## src/rtl/inst_fmt_pkg.sv

```systemverilog
// inst_fmt_pkg: shared definitions for the instruction loader.
//   - fmt_e        : instruction format codes (R, I, J, reserved)
//   - ld_state_e   : loader write-FSM states
//   - inst_fields_t: decoded instruction fields as presented to the loader
//   - pack_inst()  : packs a field set into a 32-bit MIPS instruction word
package inst_fmt_pkg;

  typedef enum logic [1:0] {
    FMT_R    = 2'd0,
    FMT_I    = 2'd1,
    FMT_J    = 2'd2,
    FMT_RSVD = 2'd3
  } fmt_e;

  typedef enum logic {
    ST_IDLE  = 1'b0,
    ST_WRITE = 1'b1
  } ld_state_e;

  // Field widths
  localparam int OPC_W   = 6;
  localparam int REG_W   = 5;
  localparam int SHAMT_W = 5;
  localparam int FUNCT_W = 6;
  localparam int IMM_W   = 16;
  localparam int TGT_W   = 26;

  // Field bit positions inside the 32-bit word
  localparam int OPC_MSB   = 31;
  localparam int OPC_LSB   = 26;
  localparam int RA_LSB    = 21;
  localparam int RB_LSB    = 16;
  localparam int RD_LSB    = 11;
  localparam int SHAMT_LSB = 6;

  typedef struct packed {
    logic [OPC_W-1:0]   opcode;
    logic [REG_W-1:0]   ra;
    logic [REG_W-1:0]   rb;
    logic [REG_W-1:0]   rd;
    logic [SHAMT_W-1:0] shamt;
    logic [FUNCT_W-1:0] funct;
    logic [IMM_W-1:0]   imm;
    logic [TGT_W-1:0]   target;
  } inst_fields_t;

  // Fields not belonging to the selected format are ignored; the reserved
  // format packs to zero (the loader never pushes it anyway).
  function automatic logic [31:0] pack_inst(input fmt_e f, input inst_fields_t x);
    logic [31:0] w;
    w = 32'h0000_0000;
    case (f)
      FMT_R: begin
        w[OPC_MSB:OPC_LSB]        = x.opcode;
        w[RA_LSB +: REG_W]        = x.ra;
        w[RB_LSB +: REG_W]        = x.rb;
        w[RD_LSB +: REG_W]        = x.rd;
        w[SHAMT_LSB +: SHAMT_W]   = x.shamt;
        w[FUNCT_W-1:0]            = x.funct;
      end
      FMT_I: begin
        w[OPC_MSB:OPC_LSB]        = x.opcode;
        w[RA_LSB +: REG_W]        = x.ra;
        w[RB_LSB +: REG_W]        = x.rb;
        w[IMM_W-1:0]              = x.imm;
      end
      FMT_J: begin
        w[OPC_MSB:OPC_LSB]        = x.opcode;
        w[TGT_W-1:0]              = x.target;
      end
      default: begin
        w = 32'h0000_0000;
      end
    endcase
    return w;
  endfunction

endpackage

```

## src/rtl/inst_fifo.sv

```systemverilog
// inst_fifo: synchronous FIFO, WIDTH bits x DEPTH entries (DEPTH power of 2).
//   clk, rst_n     : clock, async active-low reset (FIFO emptied)
//   push, din      : write din when not full
//   pop            : drop head when not empty
//   head           : current head entry
//   head_next      : entry behind the head (valid when count >= 2)
//   full, empty    : occupancy flags from the registered count
//   count          : number of stored entries
module inst_fifo #(
  parameter int DEPTH = 4,
  parameter int WIDTH = 32
) (
  input  logic                     clk,
  input  logic                     rst_n,
  input  logic                     push,
  input  logic                     pop,
  input  logic [WIDTH-1:0]         din,
  output logic [WIDTH-1:0]         head,
  output logic [WIDTH-1:0]         head_next,
  output logic                     full,
  output logic                     empty,
  output logic [$clog2(DEPTH):0]   count
);

  localparam int AW = $clog2(DEPTH);
  localparam logic [AW:0]   FULL_CNT = (AW+1)'(DEPTH);
  localparam logic [AW:0]   ZERO_CNT = (AW+1)'(0);
  localparam logic [AW:0]   ONE_CNT  = (AW+1)'(1);
  localparam logic [AW-1:0] ONE_PTR  = AW'(1);

  logic [WIDTH-1:0] mem_q [DEPTH];
  logic [AW-1:0]    wr_ptr_q, wr_ptr_d;
  logic [AW-1:0]    rd_ptr_q, rd_ptr_d;
  logic [AW-1:0]    rd_ptr_nxt_s;
  logic [AW:0]      count_q, count_d;
  logic             do_push_s, do_pop_s;

  // Qualified push/pop and next pointer/count values
  always_comb begin
    do_push_s    = push && (count_q != FULL_CNT);
    do_pop_s     = pop && (count_q != ZERO_CNT);
    rd_ptr_nxt_s = rd_ptr_q + ONE_PTR;
    if (do_push_s) begin
      wr_ptr_d = wr_ptr_q + ONE_PTR;
    end else begin
      wr_ptr_d = wr_ptr_q;
    end
    if (do_pop_s) begin
      rd_ptr_d = rd_ptr_nxt_s;
    end else begin
      rd_ptr_d = rd_ptr_q;
    end
    case ({do_push_s, do_pop_s})
      2'b10:   count_d = count_q + ONE_CNT;
      2'b01:   count_d = count_q - ONE_CNT;
      default: count_d = count_q;   // idle, or push+pop leaves count unchanged
    endcase
  end

  // Pointer and occupancy registers
  always_ff @(posedge clk or negedge rst_n) begin
    if (!rst_n) begin
      wr_ptr_q <= '0;
      rd_ptr_q <= '0;
      count_q  <= '0;
    end else begin
      wr_ptr_q <= wr_ptr_d;
      rd_ptr_q <= rd_ptr_d;
      count_q  <= count_d;
    end
  end

  // Storage array
  always_ff @(posedge clk or negedge rst_n) begin
    if (!rst_n) begin
      for (int i = 0; i < DEPTH; i++) begin
        mem_q[i] <= '0;
      end
    end else if (do_push_s) begin
      mem_q[wr_ptr_q] <= din;
    end
  end

  assign head      = mem_q[rd_ptr_q];
  assign head_next = mem_q[rd_ptr_nxt_s];
  assign full      = (count_q == FULL_CNT);
  assign empty     = (count_q == ZERO_CNT);
  assign count     = count_q;

endmodule

```

## src/rtl/inst_loader.sv

```systemverilog
// inst_loader: packs decoded instruction fields into 32-bit MIPS words,
// buffers them in a FIFO and writes them to instruction memory at
// sequential word addresses over a valid/ack interface.
//   clk, rst_n         : clock, async active-low reset
//   in_valid/in_ready  : field-set handshake (in_ready == !full)
//   fmt, opcode..target: decoded fields; fmt 0=R 1=I 2=J 3=reserved
//   start              : restart load at BASE_ADDR (only when idle & empty)
//   mem_we/addr/wdata  : memory write request, held until mem_ack
//   mem_ack            : memory accepted the write
//   busy               : FIFO non-empty or write outstanding
//   err                : sticky, reserved fmt accepted
//   wr_count           : words written since reset/start (saturating)
module inst_loader
  import inst_fmt_pkg::*;
#(
  parameter int                DEPTH     = 4,
  parameter int                ADDR_W    = 32,
  parameter logic [ADDR_W-1:0] BASE_ADDR = '0
) (
  input  logic              clk,
  input  logic              rst_n,
  input  logic              in_valid,
  output logic              in_ready,
  input  logic [1:0]        fmt,
  input  logic [5:0]        opcode,
  input  logic [4:0]        ra,
  input  logic [4:0]        rb,
  input  logic [4:0]        rd,
  input  logic [4:0]        shamt,
  input  logic [5:0]        funct,
  input  logic [15:0]       imm,
  input  logic [25:0]       target,
  input  logic              start,
  output logic              mem_we,
  output logic [ADDR_W-1:0] mem_addr,
  output logic [31:0]       mem_wdata,
  input  logic              mem_ack,
  output logic              busy,
  output logic              err,
  output logic [15:0]       wr_count
);

  localparam int AW = $clog2(DEPTH);
  localparam logic [AW:0] FULL_CNT = (AW+1)'(DEPTH);
  localparam logic [AW:0] ZERO_CNT = (AW+1)'(0);
  localparam logic [AW:0] ONE_CNT  = (AW+1)'(1);

  ld_state_e         state_q, state_d;
  logic              mem_we_q, mem_we_d;
  logic [ADDR_W-1:0] mem_addr_q, mem_addr_d;
  logic [31:0]       mem_wdata_q, mem_wdata_d;
  logic [15:0]       wr_count_q, wr_count_d;
  logic              err_q, err_d;
  logic              busy_q, busy_d;
  logic              in_ready_q, in_ready_d;

  inst_fields_t      fields_s;
  logic [31:0]       packed_s;
  logic              accept_s, rsvd_s, push_s, pop_s;
  logic [31:0]       fifo_head_s, fifo_head_next_s;
  logic              fifo_full_s, fifo_empty_s;
  logic [AW:0]       fifo_count_s, cnt_next_s;

  // Field bundling and packing ahead of the FIFO
  always_comb begin
    fields_s.opcode = opcode;
    fields_s.ra     = ra;
    fields_s.rb     = rb;
    fields_s.rd     = rd;
    fields_s.shamt  = shamt;
    fields_s.funct  = funct;
    fields_s.imm    = imm;
    fields_s.target = target;
    packed_s        = pack_inst(fmt_e'(fmt), fields_s);
  end

  // Handshake: in_ready is a flop, so a same-cycle pop cannot open a slot
  always_comb begin
    accept_s = in_valid && in_ready_q;
    rsvd_s   = (fmt == FMT_RSVD);
    push_s   = accept_s && !rsvd_s && !fifo_full_s;
  end

  inst_fifo #(
    .DEPTH (DEPTH),
    .WIDTH (32)
  ) u_fifo (
    .clk       (clk),
    .rst_n     (rst_n),
    .push      (push_s),
    .pop       (pop_s),
    .din       (packed_s),
    .head      (fifo_head_s),
    .head_next (fifo_head_next_s),
    .full      (fifo_full_s),
    .empty     (fifo_empty_s),
    .count     (fifo_count_s)
  );

  // Write FSM next-state and output-register next values
  always_comb begin
    state_d     = state_q;
    mem_we_d    = mem_we_q;
    mem_addr_d  = mem_addr_q;
    mem_wdata_d = mem_wdata_q;
    wr_count_d  = wr_count_q;
    pop_s       = 1'b0;
    if (accept_s && rsvd_s) begin
      err_d = 1'b1;
    end else begin
      err_d = err_q;
    end
    case (state_q)
      ST_IDLE: begin
        if (!fifo_empty_s) begin
          state_d     = ST_WRITE;
          mem_we_d    = 1'b1;
          mem_wdata_d = fifo_head_s;
        end else if (start && !accept_s) begin
          mem_addr_d  = BASE_ADDR;
          wr_count_d  = 16'h0000;
          err_d       = 1'b0;
        end else begin
          state_d     = ST_IDLE;
        end
      end
      ST_WRITE: begin
        if (mem_ack) begin
          pop_s      = 1'b1;
          mem_addr_d = mem_addr_q + ADDR_W'(4);
          if (wr_count_q != 16'hFFFF) begin
            wr_count_d = wr_count_q + 16'd1;
          end else begin
            wr_count_d = wr_count_q;
          end
          // Chain only on words already stored; a word pushed on this same
          // edge is picked up from IDLE one cycle later.
          if (fifo_count_s > ONE_CNT) begin
            mem_wdata_d = fifo_head_next_s;
          end else begin
            state_d  = ST_IDLE;
            mem_we_d = 1'b0;
          end
        end else begin
          state_d = ST_WRITE;
        end
      end
      default: begin
        state_d  = ST_IDLE;
        mem_we_d = 1'b0;
      end
    endcase
  end

  // Registered status derived from the post-edge occupancy
  always_comb begin
    cnt_next_s = fifo_count_s;
    if (push_s && !pop_s) begin
      cnt_next_s = fifo_count_s + ONE_CNT;
    end else if (pop_s && !push_s) begin
      cnt_next_s = fifo_count_s - ONE_CNT;
    end else begin
      cnt_next_s = fifo_count_s;
    end
    in_ready_d = (cnt_next_s != FULL_CNT);
    busy_d     = (state_d == ST_WRITE) || (cnt_next_s != ZERO_CNT);
  end

  // State and output registers
  always_ff @(posedge clk or negedge rst_n) begin
    if (!rst_n) begin
      state_q     <= ST_IDLE;
      mem_we_q    <= 1'b0;
      mem_addr_q  <= BASE_ADDR;
      mem_wdata_q <= 32'h0000_0000;
      wr_count_q  <= 16'h0000;
      err_q       <= 1'b0;
      busy_q      <= 1'b0;
      in_ready_q  <= 1'b1;
    end else begin
      state_q     <= state_d;
      mem_we_q    <= mem_we_d;
      mem_addr_q  <= mem_addr_d;
      mem_wdata_q <= mem_wdata_d;
      wr_count_q  <= wr_count_d;
      err_q       <= err_d;
      busy_q      <= busy_d;
      in_ready_q  <= in_ready_d;
    end
  end

  assign in_ready  = in_ready_q;
  assign mem_we    = mem_we_q;
  assign mem_addr  = mem_addr_q;
  assign mem_wdata = mem_wdata_q;
  assign busy      = busy_q;
  assign err       = err_q;
  assign wr_count  = wr_count_q;

endmodule
```

## config.mk

```make
export PLATFORM = sky130hd
export DESIGN_NAME = inst_loader
export DESIGN_NICKNAME = d
export VERILOG_FILES = /design/src/rtl/inst_fmt_pkg.sv /design/src/rtl/inst_fifo.sv /design/src/rtl/inst_loader.sv
export SDC_FILE = /design/constraint.sdc
export NUM_CORES = 1
export LEC_CHECK = 0
export ABC_AREA = 1
export CAP_MARGIN = 20
export CORE_MARGIN = 2
export CORE_UTILIZATION = 45
export CTS_CLUSTER_SIZE = 40
export DETAILED_ROUTE_END_ITERATION = 16
export PLACE_DENSITY = 0.73
export SYNTH_ARGS = -nofsm -noshare
export SYNTH_HDL_FRONTEND = slang
export SYNTH_SLANG_ARGS = --single-unit
```

## constraint.sdc

```tcl
create_clock -name clk -period 2.9 [get_ports clk]
set_input_delay 0.29 -clock clk [delete_from_list [all_inputs] [get_ports clk]]
set_output_delay 0.29 -clock clk [all_outputs]
set_load 0.1 [all_outputs]
```

==> flow_metrics.env, run 1 <==
export IMPL_outcome="complete, no violations"
export IMPL_fillers=2477
export IMPL_tritoncts="yes"
export IMPL_slew_violations=0
export IMPL_crit_type="reg2reg"
export IMPL_synth_most_common_cell="nand2_1"
export IMPL_crit_path_start="u_fifo.rd_ptr_q[1]$_DFFE_PN0P_"
export IMPL_dp_slack_ns=0.525
export IMPL_initial_core_util_pct=45.8
export IMPL_fin_area_um2=14800
export IMPL_vias_per_cell=5.43
export IMPL_setup_ws_ns=0.628
export IMPL_routed_wl_mm=34.8
export IMPL_synth_edf_count=0
export IMPL_synthesis_instances=1642
export IMPL_critPathMaxFanout=38
export IMPL_gp_routability_congestion=0.894
export IMPL_yosys_warnings=0
export IMPL_fin_crit_ns=2.27
export IMPL_synth_ff_type="dfrtp_1"
export IMPL_path_clk_slew_ns=0.06
export IMPL_cp_arrival_ns=2.72
export IMPL_p_total_w=0.0173
export IMPL_worst_hold_path_type="in2async"
export IMPL_pwr_share_clk_pct=17.0
export IMPL_htreeDepth=1
export IMPL_synth_top_area_share_pct=44.0
export IMPL_startpoint_type="flop"
export IMPL_final_setup_viol_count=0
export IMPL_wl_per_cell_um=16.4
export IMPL_dp_hpwl_mm=22.9
export IMPL_grt_antenna_before_repair=0
export IMPL_vdd_drop_max_uv=771
export IMPL_drtIter0Drc=1081
export IMPL_seq_power_share_pct=29.8
export IMPL_end_kind="flop"
export IMPL_timing_rr_start="u_fifo.rd_ptr_q[1]$_DFFE_PN0P_"
export IMPL_die_h_um=170
export IMPL_pwr_share_comb_pct=53.2
export IMPL_numCtsBuffers=23
export IMPL_hold_viol_final=0
export IMPL_grt_pass1_vias=11100
export IMPL_grt_overflow_total=0
export IMPL_ys_types=45
export IMPL_worst_pin_slew_ns=0.828
export IMPL_synth_area_leaders="dfrtp_1 44%, nand2_1 13%, o21ai_0 8.6%"
export IMPL_drv_cap=0
export IMPL_reg2reg_depth=9
export IMPL_clockRootBuffer="clkbuf_16"
export IMPL_clock_latency_ns=0.52
export IMPL_clock_skew_ns=0.0130
export IMPL_core_area_um2=27000
export IMPL_setup_tns_final_ns=0
export IMPL_drive_gt1_share_pct=11.4
export IMPL_async_flop_share_pct=100
export IMPL_port_buffers=162
export IMPL_ys_ff_latch=218
export IMPL_slew_headroom_pct=44.8
export IMPL_synth_area_um2=12400
export IMPL_route_detailed_drc=0
export IMPL_dieArea_um2=28800
export IMPL_fin_nets=1862
export IMPL_placed_area_um2=14000
export IMPL_area_delta_synth_final_pct=19.7
export IMPL_intPower_w=0.00860
export IMPL_fin_util_pct=54.9
export IMPL_gr_usage_all_layers_pct=24.2
export IMPL_rr_endpoint="mem_wdata[26]$_DFFE_PN0P_"
export IMPL_grt_setup_unrepaired="false"
export IMPL_clock_sinks=218
export IMPL_num_rows=60
export IMPL_num_antenna_cells=0
export IMPL_period_share_pct=78.3
export IMPL_critPathCapture="mem_wdata[26]$_DFFE_PN0P_"
export IMPL_p_leak_nw=6.84
export IMPL_yosysSeqAreaShare_pct=44.2
export IMPL_postRouteAntennaNets=0
export IMPL_die_w_um=170
export IMPL_p_per_area_nw_per_um2=1170
export IMPL_fmax_mhz=440
export IMPL_yosys_top_cells_count="425 x nand2_1, 217 x dfrtp_1, 213 x o21ai_0"
export IMPL_grt_max_degree=80
export IMPL_synth_area_leader_cell="dfrtp_1"
export IMPL_first_pass_iters=6
export IMPL_clock_path_buffers=3
export IMPL_ios=165
export IMPL_vias=11500
export IMPL_syn_area_per_cell_um2=7.52
export IMPL_switching_share_pct=50.4
export IMPL_cp_data_required_time_ns=3.35
export IMPL_p_sw_w=0.00873
export IMPL_grt_pass1_wl_mm=56.7
export IMPL_r2r_setup_slack_ns=0.63
metrics by stage:
step / hold slack, ns / instances
CTS: 0.400 / 2126
finish: 0.361 / 2126
floorplan: -0.00559 / 1643
global route: 0.428 / 2126
detailed placement: 0.347 / 2085
global placement: 0.342 / 2085
cell families (layout without fill, tap and decap cells):
| logic type | after synthesis | count (layout) | share of synthesized area (%) |
|---|---|---|---|
| AOI/OAI and AO/OA | 384 | 384 | 16.6 |
| buffers and inverters | 282 | 424 | 9.77 |
| and+or+nand+nor | 701 | 701 | 23.8 |
| xor gates and xnor gates | 16 | 16 | 1.13 |
| adders and majority gates | 11 | 11 | 1.11 |
| DFF | 218 | 218 | 44.2 |
| muxes | 29 | 29 | 3.34 |
| other | 1 | 2 | 0.0304 |
power groups by stage:
stage	clock (W)	sequential (W)	combinational, W
after global placement	0	0.00513	0.00897
after CTS	0.00300	0.00514	0.00919
after global routing	0.00313	0.00530	0.0100
after floorplan	0	0.00746	0.00453
final	0.00295	0.00516	0.00922
after detailed placement	0	0.00516	0.00914
critical path, stage by stage, from the launching register on:
cell	delay [ns]
dfrtp_2	0.36
buf_4	0.42
buf_4	0.42
nand2_1	0.12
inv_1	0.21
buf_4	0.31
nand2_1	0.09
nand3_1	0.09
nand3_1	0.09
nand2_1	0.10
layout by cell type, fill, tap and decap left out, types with 8 or more instances in the layout:
cell type | netlist | layout
o22ai_1 | 29 | 29
buf_4 | 6 | 113
nand3_1 | 143 | 143
mux2_4 | 23 | 23
clkbuf_8 | 0 | 8
nand2_1 | 425 | 425
ha_1 | 11 | 11
o21ai_0 | 213 | 213
nand4_1 | 16 | 16
inv_1 | 179 | 179
nor2_1 | 101 | 100
clkdlybuf4s50_1 | 0 | 79
dfrtp_1 | 217 | 215
a21oi_1 | 104 | 104
xor2_1 | 11 | 11
o211ai_1 | 16 | 16
clkbuf_16 | 0 | 23
state kept, by name (all words and copies together) (netlist names):
signal           count
mem_we               1
in_ready             1
state_q              1
wr_count            16
mem_wdata           32
u_fifo.mem_q       128
u_fifo.rd_ptr_q      2
u_fifo.count         3
mem_addr            30
err                  1
u_fifo.wr_ptr_q      2
busy                 1
worst min path at each step:
stage	from	to	slack [ns]	cells past startpoint
after global routing	rst_n	mem_wdata[18]$_DFFE_PN0P_	0.43	2
after CTS	rst_n	wr_count[4]$_DFFE_PN0P_	0.40	2
after detailed placement	rst_n	mem_wdata[18]$_DFFE_PN0P_	0.35	1
after global placement	rst_n	u_fifo.mem_q[18]$_DFFE_PN0P_	0.34	1
after floorplan	rst_n	busy$_DFF_PN0_	-0.006	0
final	rst_n	mem_wdata[18]$_DFFE_PN0P_	0.36	2
layout make-up:
class,count,area (µm²),share of cell area (%)
clock buffers,35,701,4.74
clock inverters,5,53.8,0.364
inverters,186,698,4.72
multi-input cells,1143,5700,38.6
flip-flops and latches,218,5460,36.9
well taps,341,427,2.89
repair buffers,198,1740,11.8
routing by layer:
| metal | up-vias | GRT usage (%) | share of wire (%) |
|---|---|---|---|
| li1 | 5619 | - | - |
| met1 | 5401 | 33.2 | 44 |
| met2 | 471 | 39.9 | 46 |
| met3 | 49 | 4.34 | 8.1 |
| met4 | 0 | 6.02 | 1.5 |
| met5 | - | 0 | 0 |
repair_timing:
item / in CTS / in global routing
buffers inserted: 0 / 0
endpoints found under the hold margin: 74 / 0
hold buffers: 1 / 0
gates resized for setup: 0 / 0
Note: power is estimated with default switching activity, not from simulation.
==> run 2, diff against run 1 <==
PLACE_DENSITY = 0.76   (was 0.73)
clock period = 1.9 ns   (was 2.9 ns; I/O delays follow)
==> run 2 against run 1 <==
Effect of this change:
- power is 63% higher
- final cell count rose by 2.4%
- hold slack lost 0.18 ns
- sequential share of layout area fell by 1.7 points
- clock skew down 0.0023 ns
- non-clock buffer count is 46 higher
- routed wire length grew 1.3%
- via count up 3.9%
==> flow_metrics.env, run 2 (synthesis gave the netlist of run 1 again) <==
export IMPL_multi_input_area_um2=5730
export IMPL_grt_antenna_before_repair=0
export IMPL_vdd_drop_max_uv=1200
export IMPL_num_antenna_cells=0
export IMPL_largest_reg_flops=128
export IMPL_wl_per_cell_um=16.2
export IMPL_highest_layer="met4"
export IMPL_htreeDepth=1
export IMPL_cp_cell_sequence="inv_1 -> ha_2 -> nand2_2 -> inv_2 -> nor2_4 -> nand2_4 -> nor2_8 -> buf_12 -> mux2_4"
export IMPL_die_w_um=170
export IMPL_most_common_layout_cells="423 x nand2_1, 213 x o21ai_0, 191 x dfrtp_1"
export IMPL_critPathMaxFanout=12
export IMPL_drtIter0Drc=1188
export IMPL_grt_setup_unrepaired="true"
export IMPL_fin_nets=1910
export IMPL_final_common_cell="nand2_1"
export IMPL_worst_pin_slew_ns=0.633
export IMPL_startpoint_type="flop"
export IMPL_fin_crit_ns=1.80
export IMPL_fmax_mhz=554
export IMPL_rr_endpoint="u_fifo.mem_q[105]$_DFFE_PN0P_"
export IMPL_dr_wl_met3_mm=2.56
export IMPL_ios=165
export IMPL_vias_per_cell=5.51
export IMPL_p_leak_nw=7.18
export IMPL_dp_hpwl_mm=23.9
export IMPL_initial_core_util_pct=45.8
export IMPL_worst_hold_path_type="in2async"
export IMPL_r2r_setup_slack_ns=0.1
export IMPL_dp_cells=2128
export IMPL_setup_tns_final_ns=0
export IMPL_seqCellArea_um2=5500
export IMPL_slew_headroom_pct=57.6
export IMPL_area_delta_synth_final_pct=26.3
export IMPL_port_buffers=162
export IMPL_route_detailed_drc=0
export IMPL_tritoncts="yes"
export IMPL_clock_sinks=218
export IMPL_first_pass_iters=5
export IMPL_outcome="complete, no violations"
export IMPL_grt_max_degree=65
export IMPL_clock_skew_ns=0.0107
export IMPL_routed_wl_mm=35.3
export IMPL_num_rows=60
export IMPL_final_setup_viol_count=0
export IMPL_cp_data_required_time_ns=2.30
export IMPL_clock_path_buffers=3
export IMPL_dieArea_um2=28800
export IMPL_numCtsBuffers=25
export IMPL_gr_usage_all_layers_pct=24.4
export IMPL_cp_arrival_ns=2.20
export IMPL_grt_pass1_wl_mm=57.4
export IMPL_cpPeakStageDelay_ns=0.35
export IMPL_postRouteAntennaNets=0
export IMPL_die_h_um=170
export IMPL_end_kind="flop"
export IMPL_fillers=2349
export IMPL_clockRootBuffer="clkbuf_16"
export IMPL_p_per_area_nw_per_um2=1810
export IMPL_largest_register="u_fifo.mem_q"
export IMPL_timing_rr_start="u_fifo.count[1]$_DFFE_PN0P_"
export IMPL_met2_length_mm=16.5
export IMPL_cpMaxStageDelayCell="dfrtp_1"
export IMPL_hold_viol_final=0
export IMPL_gp_routability_congestion=0.895
export IMPL_drv_cap=0
export IMPL_grt_overflow_total=0
export IMPL_wl_met1_mm=15.6
export IMPL_crit_type="reg2reg"
export IMPL_slew_violations=0
export IMPL_core_area_um2=27000
export IMPL_clock_latency_ns=0.52
export IMPL_fin_cells=2177
export IMPL_reg2reg_depth=9
export IMPL_grt_pass1_vias=11500
export IMPL_period_share_pct=95.0
export IMPL_drive_gt1_share_pct=15.7
export IMPL_path_clk_slew_ns=0.06
export IMPL_vias=12000
## run 2: cell types whose count changed in the layout (fill, tap and decap cells not counted), moves of 2 or more
cell,change
buf_12,+15
buf_4,+22
buf_6,+7
bufinv_16,+5
clkbuf_1,-3
clkbuf_16,+3
clkbuf_8,-5
clkinvlp_4,+3
dfrtp_1,-24
dfrtp_2,+22
dfrtp_4,+2
nand2_1,-2
nor2_1,-3
nor2_4,+2
## run 2: layer usage
layer  track usage, %  up-vias
met2             40.7      540
met4             7.28        0
met3             3.29       51
met5                0        -
met1             33.2     5688
li1                 -     5708
## run 2: report_power, final
group | leakage, nW | internal (W) | total [W] | switching, W
Sequential | 2.72 | 0.00660 | 0.00786 | 0.00126
Combinational | 4.02 | 0.00464 | 0.0151 | 0.0104
Clock | 0.445 | 0.00335 | 0.00537 | 0.00202
## run 2: final cells by class
type                       instances  area share (%)
timing repair buffer             244            14.9
tap                              341            2.73
multi-input combinational       1143            36.7
inverter                         186            4.48
clock inverter                    16            1.60
clock buffer                      29            4.30
sequential                       218            35.2
## run 2: through the flow
stage / hold slack, ns / utilization [%] / power [W] / cell area (µm²) / setup slack (ns)
3_5_place_dp: 0.136 / 54.0 / 0.0226 / 14600 / -0.0669
6_report: 0.182 / 57.9 / 0.0283 / 15600 / 0.0958
5_1_grt: 0.220 / 57.9 / 0.0300 / 15600 / -0.0161
4_1_cts: 0.194 / 57.5 / 0.0281 / 15500 / 0.0291
2_1_floorplan: -0.106 / - / 0.0183 / 12400 / -0.0147
3_3_place_gp: 0.136 / 54.0 / 0.0222 / 14600 / -0.0506
## run 2: critical path: cells and delay by family, from the launching register on
| kind | cells | cell delay [ns] |
|---|---|---|
| adder cells (fa/ha/maj) | 1 | 0.19 |
| AND/OR/NAND/NOR | 4 | 0.51 |
| multiplexers | 1 | 0.31 |
| flip-flops | 1 | 0.35 |
| buffers and inverters | 3 | 0.31 |
## run 2: worst max-delay path by stage
stage / depth (start not counted) / slack, ns / to / startpoint
2_1_floorplan: 7 / -0.01 / u_fifo.mem_q[123]$_DFFE_PN0P_ / in_ready$_DFF_PN1_
3_3_place_gp: 6 / -0.05 / u_fifo.mem_q[15]$_DFFE_PN0P_ / fmt[0]
3_5_place_dp: 5 / -0.07 / u_fifo.mem_q[105]$_DFFE_PN0P_ / fmt[1]
4_1_cts: 12 / 0.03 / mem_wdata[5]$_DFFE_PN0P_ / u_fifo.count[1]$_DFFE_PN0P_
5_1_grt: 10 / -0.02 / u_fifo.mem_q[73]$_DFFE_PN0P_ / u_fifo.count[1]$_DFFE_PN0P_
6_report: 9 / 0.1 / u_fifo.mem_q[105]$_DFFE_PN0P_ / u_fifo.count[1]$_DFFE_PN0P_
## run 2: timing repair
item / in CTS / in global routing
buffers inserted: 0 / 2
endpoints found under the hold margin: 217 / 0
gates resized for setup: 0 / 20
setup endpoints to repair: 0 / 102
hold buffers: 1 / 0
==> run 3, diff against run 2 <==
CORE_MARGIN = not set   (was 2)
CTS_CLUSTER_DIAMETER = 40   (was not set)
==> run 3 against run 2 <==
Effect of this change:
- die area is 2.3% lower
- sequential power increased by 0.5%
- final cell count up 1.0%
- fmax down 2.8%
- clock skew is 0.021 ns higher
- combinational power about the same
- first-iteration DRC count fell by 3.6%
- largest cell class unchanged
- routed wire length increased by 2.0%
- utilization grew 2.0 points
- setup slack got worse by 0.051 ns
- highest routed layer unchanged
- hold slack better by 0.048 ns
- sequential share of layout area decreased by 1.2 points
==> flow_metrics.env, run 3 (synthesis gave the netlist of run 1 again) <==
export IMPL_seqCellArea_um2=5500
export IMPL_num_antenna_cells=0
export IMPL_dp_hpwl_mm=23.5
export IMPL_slew_violations=0
export IMPL_dieArea_um2=28100
export IMPL_clock_path_buffers=3
export IMPL_cp_arrival_ns=2.23
export IMPL_most_common_layout_cells="424 x nand2_1, 212 x o21ai_0, 191 x dfrtp_1"
export IMPL_die_h_um=168
export IMPL_fmax_mhz=539
export IMPL_timing_rr_start="in_ready$_DFF_PN1_"
export IMPL_numCtsBuffers=37
export IMPL_gp_routability_congestion=0.896
export IMPL_startpoint_type="flop"
export IMPL_postRouteAntennaNets=0
export IMPL_cp_depth=6
export IMPL_fin_cells=2199
export IMPL_hold_viol_final=0
export IMPL_grt_max_degree=65
export IMPL_p_leak_nw=7.43
export IMPL_route_detailed_drc=0
export IMPL_grt_overflow_total=0
export IMPL_area_delta_synth_final_pct=30.7
export IMPL_largest_reg_flops=128
export IMPL_num_rows=60
export IMPL_slew_headroom_pct=50.1
export IMPL_first_pass_iters=6
export IMPL_drtIter0Drc=1145
export IMPL_ios=165
export IMPL_worst_hold_path_type="in2async"
export IMPL_initial_core_util_pct=45.8
export IMPL_wl_per_cell_um=16.3
export IMPL_dp_cells=2118
export IMPL_rr_endpoint="u_fifo.mem_q[119]$_DFFE_PN0P_"
export IMPL_fin_util_pct=59.9
export IMPL_fin_crit_ns=1.86
export IMPL_vdd_drop_max_uv=1270
export IMPL_largest_register="u_fifo.mem_q"
export IMPL_tritoncts="yes"
export IMPL_multi_input_area_um2=5750
export IMPL_clock_skew_ns=0.0320
export IMPL_dp_slack_ns=-0.0715
export IMPL_cpMaxStageDelayCell="dfstp_4"
export IMPL_fillers=2302
export IMPL_outcome="complete, no violations"
export IMPL_critPathCapture="u_fifo.mem_q[119]$_DFFE_PN0P_"
export IMPL_path_buf_inv=1
export IMPL_cpPeakStageDelay_ns=0.65
export IMPL_r2r_setup_slack_ns=0.04
export IMPL_clock_latency_ns=0.52
export IMPL_grt_pass1_wl_mm=57.6
export IMPL_drv_cap=0
export IMPL_reg2reg_depth=6
export IMPL_routed_wl_mm=35.9
export IMPL_fin_nets=1924
export IMPL_clock_sinks=218
export IMPL_p_total_w=0.0304
export IMPL_final_common_cell="nand2_1"
export IMPL_gr_usage_all_layers_pct=25.2
export IMPL_period_share_pct=97.6
export IMPL_vias_per_cell=5.51
export IMPL_worst_pin_slew_ns=0.749
export IMPL_crit_type="reg2reg"
export IMPL_drive_gt1_share_pct=16.7
export IMPL_vias=12100
export IMPL_path_clk_slew_ns=0.05
export IMPL_grt_pass1_vias=11600
export IMPL_die_w_um=168
export IMPL_setup_ws_ns=0.0447
export IMPL_cp_top_family="flip-flops"
export IMPL_crit_path_start="in_ready$_DFF_PN1_"
export IMPL_setup_tns_final_ns=0
export IMPL_p_per_area_nw_per_um2=1880
export IMPL_grt_antenna_before_repair=0
export IMPL_final_setup_viol_count=0
export IMPL_core_area_um2=27000
export IMPL_port_buffers=162
export IMPL_end_kind="flop"
export IMPL_cp_data_required_time_ns=2.28
export IMPL_htreeDepth=2
export IMPL_clockRootBuffer="clkbuf_16"
export IMPL_cp_cell_sequence="nand2_4 -> nor2_4 -> nand2_8 -> nor2_8 -> buf_12 -> mux2_4"
export IMPL_critPathMaxFanout=7
## run 3: cell types whose count changed in the layout (fill, tap and decap cells not counted), sizes merged
cell / before / now
bufinv: 6 / 8
clkbuf: 30 / 45
clkinv: 8 / 10
clkinvlp: 3 / 5
inv: 185 / 186
## run 3: how the worst min path moves through the flow
stage / endpoint / slack, ns / depth (start not counted)
floorplan: busy$_DFF_PN0_ / -0.11 / 0
global placement: wr_count[4]$_DFFE_PN0P_ / 0.18 / 1
detailed placement: mem_wdata[18]$_DFFE_PN0P_ / 0.17 / 1
CTS: u_fifo.mem_q[118]$_DFFE_PN0P_ / 0.25 / 2
global route: wr_count[8]$_DFFE_PN0P_ / 0.28 / 2
finish: wr_count[4]$_DFFE_PN0P_ / 0.23 / 2
## run 3: through the flow
step	area, µm²	hold slack [ns]
global placement	14500	0.177
global route	16100	0.277
finish	16100	0.230
detailed placement	14500	0.173
floorplan	12400	-0.106
CTS	15900	0.251
## run 3: what timing repair did
action                                 in CTS  in global routing
setup endpoints to repair                   1                131
hold buffers                                1                  0
gates cloned                                0                  3
setup buffers                               0                 12
pin swaps                                   0                  3
gates resized for setup                     1                 19
endpoints found under the hold margin      55                  0
## run 3: power by group
group	switching [W]	internal, W
clock network	0.00240	0.00489
logic	0.0105	0.00472
registers	0.00129	0.00661
## run 3: per-layer routing
| layer | part of all wire (%) | global-route usage (%) |
|---|---|---|
| met3 | 7.4 | 4.14 |
| met2 | 48 | 42.4 |
| met5 | 0 | 0 |
| met4 | 1.9 | 7.42 |
| met1 | 43 | 33.3 |
## run 3: final cells by class
cell class,instances,area share [%]
inverter,186,4.33
multi-input combinational,1143,35.6
sequential,218,34.1
timing repair buffer,246,15.0
clock inverter,23,2.10
tap,341,2.64
clock buffer,42,6.24
==> edit 1 (flow settings as in run 3) <==
Reset style: synchronous (`rst_n`), changed in 3 clocked blocks. Comments in the files are not updated.
--- a/src/rtl/inst_fifo.sv
+++ b/src/rtl/inst_fifo.sv
@@ -58,7 +58,7 @@
   end
 
   // Pointer and occupancy registers
-  always_ff @(posedge clk or negedge rst_n) begin
+  always_ff @(posedge clk) begin
     if (!rst_n) begin
       wr_ptr_q <= '0;
       rd_ptr_q <= '0;
@@ -71,7 +71,7 @@
   end
 
   // Storage array
-  always_ff @(posedge clk or negedge rst_n) begin
+  always_ff @(posedge clk) begin
     if (!rst_n) begin
       for (int i = 0; i < DEPTH; i++) begin
         mem_q[i] <= '0;
--- a/src/rtl/inst_loader.sv
+++ b/src/rtl/inst_loader.sv
@@ -167,7 +167,7 @@
   end
 
   // State and output registers
-  always_ff @(posedge clk or negedge rst_n) begin
+  always_ff @(posedge clk) begin
     if (!rst_n) begin
       state_q     <= ST_IDLE;
       mem_we_q    <= 1'b0;
Function: differs if rst_n is asserted again (counterexample within 4 cycles, from zero or initial values and one cycle with rst_n low); with rst_n held inactive, the same outputs for 4 cycles.
==> edit 1 against run 3 <==
  * Via count is 11% lower
  * Critical path depth rose by 3
  * Area after synthesis down 7.0%
  * Sequential power down 22%
  * Synthesized cell count is 11% lower
  * Hold slack better by 0.055 ns
  * Setup slack better by 0.039 ns
  * Sequential cell count is 2 higher
  * First-iteration DRC count shrank 6.9%
  * Design area decreased by 8.5%
  * The flow now finishes with violations (design-rule violations)
  * Power shrank 34%
  * Wire length decreased by 11%
==> edit 1: results (changes against run 3) <==
Psw - 8.395 mW (was 14.14 mW)
XOR/XNOR Fraction of Synth Area - 0.004574 (was 0.01134)
Worst relative slew slack - 0.6505 (was 0.5007)
Final worst path period share - 0.9560 (was 0.9764)
EDFF count, synth - 128 (was 0)
Global Route Usage Sum - 0.2448 (was 0.2517)
Synth cell types - 37 (was 45)
Maximum vdd ir drop - 818.1 uV (was 1267 uV)
Fin nets - 1729 (was 1924)
Worst r2r src - u_fifo.count[1] (was in_ready)
Leakage power - 6.048 nW (was 7.429 nW)
Resized cells post-CTS - 0 (was 1)
Slowest cell on crit path - dfxtp_2 (was dfstp_4)
Largest fanout on the critical path - 32 (was 7)
Area contributors post-synth - edfxtp_1, dfxtp_1, nand2_1, nor2_1, o21ai_0 (was dfrtp_1, nand2_1, o21ai_0, nand3_1, inv_1)
R2r setup slk - 0.08 ns (was 0.04 ns)
Via-per-instance ratio - 5.370 (was 5.513)
Drt first pass iters - 13 (was 6)
Wirelength, routed - 32050 um (was 35950 um)
First-pass GRT wire length - 51410 um (was 57620 um)
P per Cell Area - 1366 nW/um2 (was 1881 nW/um2)
DRC Markers - 1 (was 0)
Worst r2r dst - u_fifo.mem_q[2][14] (was u_fifo.mem_q[119])
Final RePlAce weighted congestion - 0.8822 (was 0.8957)
Outcome - finished with violations (was finished, final reports clean)
Seq/Total Area, Yosys - 0.4948 (was 0.4417)
Ys async rst share - 0 (was 1.000)
Mux contribution to synthesized area - 0.0009801 (was 0.03342)
Clk pwr share - 0.309 (was 0.240)
Sequential power share - 0.307 (was 0.260)
Violated checks - design-rule violations
M1 wire length - 12810 um (was 15370 um)
Fillers - 2226 (was 2302)
Met2 wire length - 15800 um (was 17230 um)
Routing usage on met1 - 0.2943 (was 0.3327)
Largest net degree at the start of global routing - 38 (was 65)
[edit 1: cell types whose count changed after synthesis, moves of 87 or more]
| cell | run 3 | this run |
|---|---|---|
| dfrtp_1 | 217 | 0 |
| dfxtp_1 | 0 | 92 |
| o21ai_0 | 213 | 126 |
| edfxtp_1 | 0 | 128 |
| nor2_1 | 101 | 196 |
| nand2_1 | 425 | 338 |
[edit 1: logic make-up (layout without fill, tap and decap cells)]
family | after synthesis | after routing
AO/OA/AOI/OAI | 317 | 317
multiplexers | 1 | 1
buffers and inverters | 244 | 447
flip-flops | 220 | 220
AND/OR/NAND/NOR | 669 | 669
other | 1 | 2
adder cells (fa/ha/maj) | 7 | 7
XOR/XNOR | 6 | 6
[edit 1: layout make-up]
cell class	instances	area (um2)	share of cell area
Sequential cell	220	5742	0.3887
Clock inverter	25	216.5	0.01465
Multi-Input combinational cell	1002	4865	0.3294
Timing Repair Buffer	217	1962	0.1328
Clock buffer	41	950.9	0.06438
Tap cell	330	412.9	0.02795
Inverter	164	621.8	0.04210
[edit 1: worst max-delay path by stage]
| stage | startpoint | end | cells past startpoint |
|---|---|---|---|
| after floorplan | in_ready | u_fifo.mem_q[3][0] | 9 |
| after global placement | in_valid | u_fifo.mem_q[3][14] | 11 |
| after detailed placement | in_valid | u_fifo.mem_q[2][5] | 9 |
| after CTS | u_fifo.count[1] | u_fifo.mem_q[2][2] | 9 |
| after global routing | u_fifo.count[1] | u_fifo.mem_q[3][21] | 11 |
| final | u_fifo.count[1] | u_fifo.mem_q[2][14] | 9 |
[edit 1: stage by stage]
step                      instances  TNS, ns  hold WS [ns]
after floorplan                1466   -7.775        0.3542
after global placement         1933   -3.284        0.4494
after detailed placement       1933   -6.207        0.4517
after CTS                      1999        0        0.2751
after global routing           1999        0        0.3056
final                          1999        0        0.2853
==> edit 2 (flow settings as in run 3) <==
Without the edit above. Put one more register stage on the output `wr_count`, with the module's reset. The value now appears one clock later. The other outputs are not delayed to match.
--- a/src/rtl/inst_loader.sv
+++ b/src/rtl/inst_loader.sv
@@ -195,6 +195,12 @@
   assign mem_wdata = mem_wdata_q;
   assign busy      = busy_q;
   assign err       = err_q;
-  assign wr_count  = wr_count_q;
+  always_ff @(posedge clk or negedge rst_n) begin
+    if (!rst_n) begin
+      wr_count <= '0;
+    end else begin
+      wr_count <= wr_count_q;
+    end
+  end
 
 endmodule
Function: changed (a bounded check fails within 4 cycles, from zero or initial values and one cycle with rst_n low).
==> edit 2 against run 3 <==
  * Sequential cell count increased by 16
  * Core utilization decreased by 0.073 points
  * Design area increased by 2.7%
  * Via count increased by 2.6%
  * Clock skew decreased by 0.0030 ns
  * Non-clock buffer count increased by 12
  * Area after synthesis increased by 2.4%
  * Power increased by 2.4%
  * First-iteration DRC count increased by 23%
  * Critical path type unchanged
  * Setup slack got worse by 0.013 ns
  * Wire length increased by 8.3%
==> edit 2: results (changes against run 3) <==
WP data arrival - 2.25 ns (was 2.23 ns)
R2R depth - 10 (was 6)
Max FFs per register - 128 (unchanged)
Drt first pass iters - 5 (was 6)
Global Route Usage Sum - 0.2591 (was 0.2517)
Final RePlAce weighted congestion - 0.8920 (was 0.8957)
Mux contribution to synthesized area - 0.02047 (was 0.03342)
Largest net degree at the start of global routing - 71 (was 65)
Ys Warns - 0 (unchanged)
Crit path from - u_fifo.count[0] (was in_ready)
Met3 WL - 3259 um (was 2654 um)
Seq/Total Area, Yosys - 0.4629 (was 0.4417)
Via-per-instance ratio - 5.473 (was 5.513)
Fin nets - 1959 (was 1924)
M1 wire length - 16130 um (was 15370 um)
Synth cell count leaders - nand2_1, dfrtp_1, o21ai_0, inv_1, nand3_1 (unchanged)
Hpwl dp - 24660 um (was 23540 um)
XOR/XNOR Fraction of Synth Area - 0.01108 (was 0.01134)
Fraction of the mapped netlist area in adder cells - 0.01088 (was 0.01114)
Inst Count DP - 2194 (was 2118)
Worst relative slew slack - 0.4748 (was 0.5007)
Share of post-route cells with drive strength above 1 - 0.1600 (was 0.1668)
ANT cells - 0 (unchanged)
Top reg by flops - u_fifo.mem_q (unchanged)
Outcome - finished, final reports clean (unchanged)
Root Buffer - clkbuf_16 (unchanged)
Worst r2r src - u_fifo.count[0] (was in_ready)
Max Clock Skew - 0.02901 ns (was 0.03196 ns)
DRT iter0 DRCs - 1405 (was 1145)
Met2 wire length - 18470 um (was 17230 um)
Hold Slack - 0.2216 ns (was 0.2299 ns)
Cell-internal power - 16.66 mW (was 16.22 mW)
Maximum vdd ir drop - 1292 uV (was 1267 uV)
Fin cells - 2272 (was 2199)
Total CTS buffers - 36 (was 37)
Wirelength, routed - 38920 um (was 35950 um)
Compound-cell area share of the yosys netlist - 0.1667 (was 0.1660)
Largest fanout on the critical path - 26 (was 7)
Kind of critical path - flop to flop (unchanged)
Number of global-route vias before repair - 11895 (was 11578)
Area contributors post-synth - dfrtp_1, nand2_1, o21ai_0, nand3_1, inv_1 (unchanged)
Fillers - 2320 (was 2302)
Setup bufs post-CTS - 1 (was 0)
Leakage power - 7.672 nW (was 7.429 nW)
Synth cell types - 42 (was 45)
First-pass GRT wire length - 60240 um (was 57620 um)
Syn Area/Cell - 7.594 um2 (was 7.524 um2)
Worst r2r dst - mem_wdata[24] (was u_fifo.mem_q[119])
==> edit 2: metrics by stage <==
stage	power, mW	setup TNS (ns)	instance area, um2	setup WS, ns
after floorplan	18.55	0	12680	0.007648
after detailed placement	22.67	-0.7573	14910	-0.09204
after CTS	30.36	0	16300	0.02102
after global routing	32.69	-0.1734	16570	-0.03544
after global placement	22.31	-0.2568	14910	-0.05465
final	31.10	0	16570	0.03154
==> edit 2: per-layer routing <==
metal | vias to the layer above | global-route usage
met4 | 0 | 0.08539
li1 | 5858 | -
met2 | 574 | 0.4262
met3 | 83 | 0.04268
met5 | - | 0
met1 | 5919 | 0.3471
==> edit 2: power groups by stage <==
stage	combinational (mW)	clock [mW]	sequential, mW
2_1_floorplan	6.80	0	11.7
4_1_cts	14.6	7.59	8.17
6_report	15.3	7.53	8.23
3_3_place_gp	14.1	0	8.16
5_1_grt	16.4	7.83	8.43
3_5_place_dp	14.4	0	8.22
==> edit 2: final cells by class <==
| cell class | instances | area (um2) | share of cell area |
|---|---|---|---|
| well taps | 378 | 473.0 | 0.02854 |
| clock inverters | 23 | 427.9 | 0.02582 |
| clock buffers | 42 | 943.4 | 0.05692 |
| multi-input cells | 1146 | 5633 | 0.3399 |
| flip-flops and latches | 234 | 5876 | 0.3545 |
| repair buffers | 258 | 2501 | 0.1509 |
| inverters | 191 | 719.4 | 0.04341 |
==> edit 2: critical path: stages, from the launching register on <==
cell and delay (ns):
dfrtp_1 0.40, buf_4 0.16, ha_1 0.21, o21ai_2 0.18
nand2_2 0.10, a21oi_4 0.15, buf_12 0.15, inv_2 0.05
buf_12 0.16, nand2_1 0.08, o21ai_1 0.06
